$ cat config.mk
export PLATFORM = sky130hd
export DESIGN_NAME = pwm_multi_controller
export DESIGN_NICKNAME = d
export VERILOG_FILES = /design/src/rtl/pwm_multi_controller.sv
export SDC_FILE = /design/constraint.sdc
export NUM_CORES = 1
export LEC_CHECK = 0
export ABC_AREA = 1
export BUFFER_PORTS_ARGS = -buffer_cell sky130_fd_sc_hd__buf_2
export CORE_MARGIN = 4
export CORE_UTILIZATION = 35
export CTS_CLUSTER_DIAMETER = 200
export DETAILED_ROUTE_END_ITERATION = 7
export PLACE_DENSITY = 0.56
export SLEW_MARGIN = 20
export SYNTH_ARGS = -nofsm -noshare
export SYNTH_HDL_FRONTEND = slang
export SYNTH_SLANG_ARGS = --single-unit
export TNS_END_PERCENT = 10
$ cat constraint.sdc
create_clock -name clk -period 2.8 [get_ports clk]
set_input_delay 0 -clock clk [delete_from_list [all_inputs] [get_ports clk]]
set_output_delay 0 -clock clk [all_outputs]
set_load 0.02 [all_outputs]
$ cat src/rtl/pwm_multi_controller.sv
// rtl/pwm_multi_controller.sv - multi-channel PWM with shared period counter and double-buffered duty registers
module pwm_multi_controller #(
  parameter int CW_WIDTH = 17,
  parameter int NUM_CH   = 4,
  parameter int CH_IDX_W = 2
) (
  input  logic                clk,
  input  logic                rst_n,
  input  logic                enable,
  input  logic                center_mode,
  input  logic                period_wr,
  input  logic [CW_WIDTH-1:0] period_in,
  input  logic                cw_wr,
  input  logic [CH_IDX_W-1:0] cw_ch,
  input  logic [CW_WIDTH-1:0] cw_in,
  output logic [NUM_CH-1:0]   pwm_out,
  output logic                period_start,
  output logic [CW_WIDTH-1:0] count_out
);

  localparam logic [CW_WIDTH-1:0] ONE = CW_WIDTH'(1);

  // Shadow (software-visible) and active (in-use) copies of period and duty words.
  logic [CW_WIDTH-1:0] shadow_period;
  logic [CW_WIDTH-1:0] active_period;
  logic [CW_WIDTH-1:0] shadow_cw [NUM_CH];
  logic [CW_WIDTH-1:0] active_cw [NUM_CH];

  logic [CW_WIDTH-1:0] count;
  logic                dir_down;
  logic                active_mode;
  logic                en_q;

  logic forced_bnd;
  logic p_zero;
  logic edge_bnd;
  logic center_bnd;
  logic boundary;
  logic start_at_one;

  // First enabled cycle after idle forces a reload so a fresh period starts from the shadows.
  assign forced_bnd = enable & ~en_q;
  assign p_zero     = (active_period == '0);
  assign edge_bnd   = ~active_mode & (count == active_period - ONE);
  assign center_bnd = active_mode & dir_down & (count == '0);
  assign boundary   = enable & (forced_bnd | p_zero | edge_bnd | center_bnd);

  // In center mode the count==0 boundary cycle is also the first cycle of the next
  // triangle, so a center-to-center reload resumes at 1 to keep the period at 2P.
  assign start_at_one = center_bnd & ~forced_bnd & ~p_zero & center_mode &
                        (shadow_period != '0);

  assign count_out = count;

  // Shadow registers take writes on any edge, whether or not the counter runs.
  always_ff @(posedge clk or negedge rst_n) begin
    if (!rst_n) begin
      shadow_period <= '0;
      for (int i = 0; i < NUM_CH; i++) begin
        shadow_cw[i] <= '0;
      end
    end else begin
      if (period_wr) begin
        shadow_period <= period_in;
      end
      for (int i = 0; i < NUM_CH; i++) begin
        if (cw_wr && (int'(cw_ch) == i)) begin
          shadow_cw[i] <= cw_in;
        end
      end
    end
  end

  // Counter, direction, reload of active registers and registered outputs.
  always_ff @(posedge clk or negedge rst_n) begin
    if (!rst_n) begin
      count         <= '0;
      dir_down      <= 1'b0;
      active_period <= '0;
      active_mode   <= 1'b0;
      en_q          <= 1'b0;
      period_start  <= 1'b0;
      pwm_out       <= '0;
      for (int i = 0; i < NUM_CH; i++) begin
        active_cw[i] <= '0;
      end
    end else begin
      en_q <= enable;
      if (!enable) begin
        count        <= '0;
        dir_down     <= 1'b0;
        period_start <= 1'b0;
        pwm_out      <= '0;
      end else begin
        period_start <= boundary;
        // The forced reload cycle is not part of any period, so outputs stay low for it.
        for (int i = 0; i < NUM_CH; i++) begin
          pwm_out[i] <= ~forced_bnd & ~p_zero & (active_cw[i] > count);
        end
        if (boundary) begin
          active_period <= shadow_period;
          active_mode   <= center_mode;
          for (int i = 0; i < NUM_CH; i++) begin
            active_cw[i] <= shadow_cw[i];
          end
          dir_down <= 1'b0;
          count    <= start_at_one ? ONE : '0;
        end else if (active_mode) begin
          if (!dir_down) begin
            if (count >= active_period) begin
              dir_down <= 1'b1;
              count    <= count - ONE;
            end else begin
              count <= count + ONE;
            end
          end else begin
            count <= count - ONE;
          end
        end else begin
          count <= count + ONE;
        end
      end
    end
  end

endmodule

==> results.md <==
- Final WL: ~32000 um
- Die ar.: 0.0342 mm^2
- Hold Crit Start: period_wr
- Layout cells sized above 1: 11.5%
- Synth Net Count: 1493
- Total gr overflow: 0
- Critical-path cell list: inv_1, ha_1, nand3_1, nor2_2, nand3_1, o21ai_0, inv_1, nand2_1, inv_2, nand2_4, nand2_2, buf_12, nand2_1, nand2_1
- Slowest stage cell, crit path: dfrtp_1
- Routed WL per cell: 17.0 um
- Dpl ws: 0.264 ns
- Vias in the first global route: 8990
- Via-to-Cell Ratio: between 5 and 6
- NumNets Final: 1601
- Setup TNS: 0 ns
- Hold Crit Class: in2reg
- Crit-path leading delay family: simple AND/OR/NAND/NOR gates
- Cell Area, Synth: 0.0109 mm^2
- RR Startpoint: active_period[1]
- RD Place Congestion: just over 0.9
- FP Rows: 64
- Clock skew: roughly 0.015 ns
- Initial antenna violation count: 0
- Setup Fix Bufs, Post-CTS: 0
- Hold EP: shadow_period[14]
- Max Cap Violations: 0
- CORE AREA: 0.0307 mm^2
- Post-synth EDFFs: 0
- Post-synthesis cell type count: 38
- First-pass GRT wire length: between 50000 and 60000 um
- RSZ-0062 raised after global routing: no
- Syn-to-layout area delta: 17.6%
- Cell taking the most area after synthesis: dfrtp_1
- Max FO, Critical Path: 67
- Synth async-reset ratio: 100%
- Die Width: 185 um
- Startpoint Class: flop
- Fin Hold WS: 0.0703 ns
- Most used cell, CP: nand2_1
- # diodes: 0
- Reg2Reg Capture Point: active_cw[44]
- CP required: 3.14 ns
- VDD IR max: just under 400 uV
- Tmin final: 2.51 ns
- Arrival time worst endpoint: between 2 and 3 ns
- Largest net degree at the start of global routing: 88
- Via count: 9477
- R2R Setup Slk: 0.29 ns
- Slew margin rel.: 56.4%
- Worst Reg-to-Reg Cells: 14
- Leak Pwr: approximately 6.7 nW
- Total I/O pin count: 64
- Sequential area share after synthesis: between 40% and 50%
- DRC Markers: 0
- H-tree Lvls: 4
- Max Clock Freq: 0.399 GHz
- Synth warn: 0
- Setup CP Type: reg2reg
- Crit path launch: active_period[1]
- CTS tree: built
- Final setup violation count: 0
- Seq cells post-synth: ~200
- Worst-skew pair later-pin latency: 0.45 ns
- Pwr dens: 697 mW/mm^2
- First-pass iteration count of the detailed router: 5
- Fin crit share: 89.6%
- Util after Layout: 41.9%
- Final setup margin: roughly 0.29 ns
- Max incr delay on CP: around 0.42 ns
- Final Slew Violations: 0
- CP Capture Type: flop
- Clk slew on worst S/H paths: 0.08 ns
- DP Wirelength: between 20000 and 25000 um
- WP buf/inv: 4
- Global Route Usage Sum: 18.9%
- Clock Tree Root: clkbuf_16
- Top cell type's share of synthesized area: 44.6%
- Hold Vio Cnt, Final: 0
- Gate Count Post-Synth: 1363
- Post-DRT Antenna Nets: 0
- Overall die height: about 180 um
- Clock tree sinks: 195
- Clock Path Buffers: 2
- Starting Density: a little over a third
- Worst-margin pin slew: roughly 0.65 ns
- Run status: complete, no violations
- Synth area leaders: dfrtp_1, nand2_1, ha_1, nand3_1, o21ai_0
- Hold Path Stages: 2
- Total CTS buffers: 17
- Syn avg cell area: 8.03 um^2
- Input/output buffers: 63
- Synth Flop Type: dfrtp_1
- Total power draw: 8.97 mW
- Initial drt markers: 639
-- flip-flops by register name (all words and copies together), names as in the netlist --
| name | count |
|---|---|
| active_cw | 68 |
| pwm_out | 4 |
| dir_down | 1 |
| shadow_period | 17 |
| shadow_cw | 68 |
| active_mode | 1 |
| period_start | 1 |
| en_q | 1 |
| count_out | 17 |
| active_period | 17 |
-- report_power, final --
group          leakage (nW)  internal (mW)  switching, mW
Sequential             2.48           3.30          0.404
Combinational          3.90           1.04           1.66
Clock                 0.298           1.29           1.26
-- logic make-up after synthesis --
| family | after synthesis | synth area share [%] |
|---|---|---|
| AOI/OAI and AO/OA | 156 | 7.45 |
| xor gates and xnor gates | 31 | 2.48 |
| adders and majority gates | 88 | 10.1 |
| buffers and inverters | 154 | 5.85 |
| DFF | 195 | 44.6 |
| muxes | 17 | 1.75 |
| and+or+nand+nor | 722 | 27.8 |
-- routing by layer --
metal	share of wire (%)	global-route usage (%)
met1	47	26.2
met2	46	30.3
met3	4.8	3.10
met4	2.4	5.93
met5	0	0
-- synth_stat cells, types with 6 or more instances --
| master | number |
|---|---|
| mux2_2 | 17 |
| buf_2 | 14 |
| dfrtp_1 | 195 |
| nand2_1 | 425 |
| inv_1 | 91 |
| clkbuf_1 | 28 |
| inv_2 | 6 |
| a21oi_1 | 44 |
| ha_1 | 88 |
| nand4_1 | 29 |
| nand3_1 | 128 |
| o21ai_0 | 97 |
| nor3_1 | 18 |
| nor4_1 | 8 |
| xor2_1 | 26 |
| nor2_1 | 96 |
| clkinv_1 | 6 |
-- how the worst max path moves through the flow --
stage                       end  slack [ns]  cells after the start
2_1_floorplan  active_period[6]        0.49                     16
3_3_place_gp      active_cw[30]        0.27                     15
3_5_place_dp   active_period[5]        0.26                     15
4_1_cts        active_period[5]        0.24                     15
5_1_grt           active_cw[15]        0.05                     16
6_report          active_cw[44]        0.29                     14
-- worst reg2reg max path, stage by stage (launching register included) --
cell and delay [ns]:
dfrtp_1 0.42, inv_1 0.10, ha_1 0.19, nand3_1 0.17
nor2_2 0.27, nand3_1 0.14, o21ai_0 0.09, inv_1 0.12
nand2_1 0.10, inv_2 0.13, nand2_4 0.16, nand2_2 0.09
buf_12 0.24, nand2_1 0.14, nand2_1 0.05
-- cell type report --
| type | instances | area, um^2 |
|---|---|---|
| Multi-Input combinational cell | 1014 | 5430 |
| Timing Repair Buffer | 140 | 1060 |
| Inverter | 103 | 387 |
| Sequential cell | 195 | 4880 |
| Tap cell | 396 | 495 |
| Fill cell | 3144 | 17900 |
| Clock buffer | 17 | 425 |
| Clock inverter | 15 | 193 |
-- what timing repair did --
item,4_1_cts,5_1_grt
resized for setup,0,2
setup endpoints to repair,0,6
hold endpoints to repair,169,0
hold buffers,37,0
-- placed cells by master (no fill, tap or decap), types with 2 or more instances in the layout --
cell and count:
nand2_1 425, dfrtp_1 195, nand3_1 128, o21ai_0 97
nor2_1 95, inv_1 91, ha_1 88, buf_2 61
a21oi_1 44, dlygate4sd3_1 37, buf_4 37, nand4_1 29
xor2_1 26, nor3_1 18, clkbuf_16 18, mux2_2 17
nor4_1 8, clkinv_1 6, inv_2 6, nand3b_1 5
xnor2_1 5, o211ai_1 4, nor2_2 4, or2_2 4
clkinv_8 4, a21o_1 3, inv_8 3, a31oi_1 2
nand2_2 2, clkinv_4 2, inv_6 2, buf_12 2
-- through the flow --
step | instance area, um^2 | cells
5_1_grt | 12900 | 1880
6_report | 12900 | 1880
4_1_cts | 12800 | 1879
3_5_place_dp | 11800 | 1810
2_1_floorplan | 10900 | 1363
3_3_place_gp | 11800 | 1810
(Power assumes the default switching activity.)
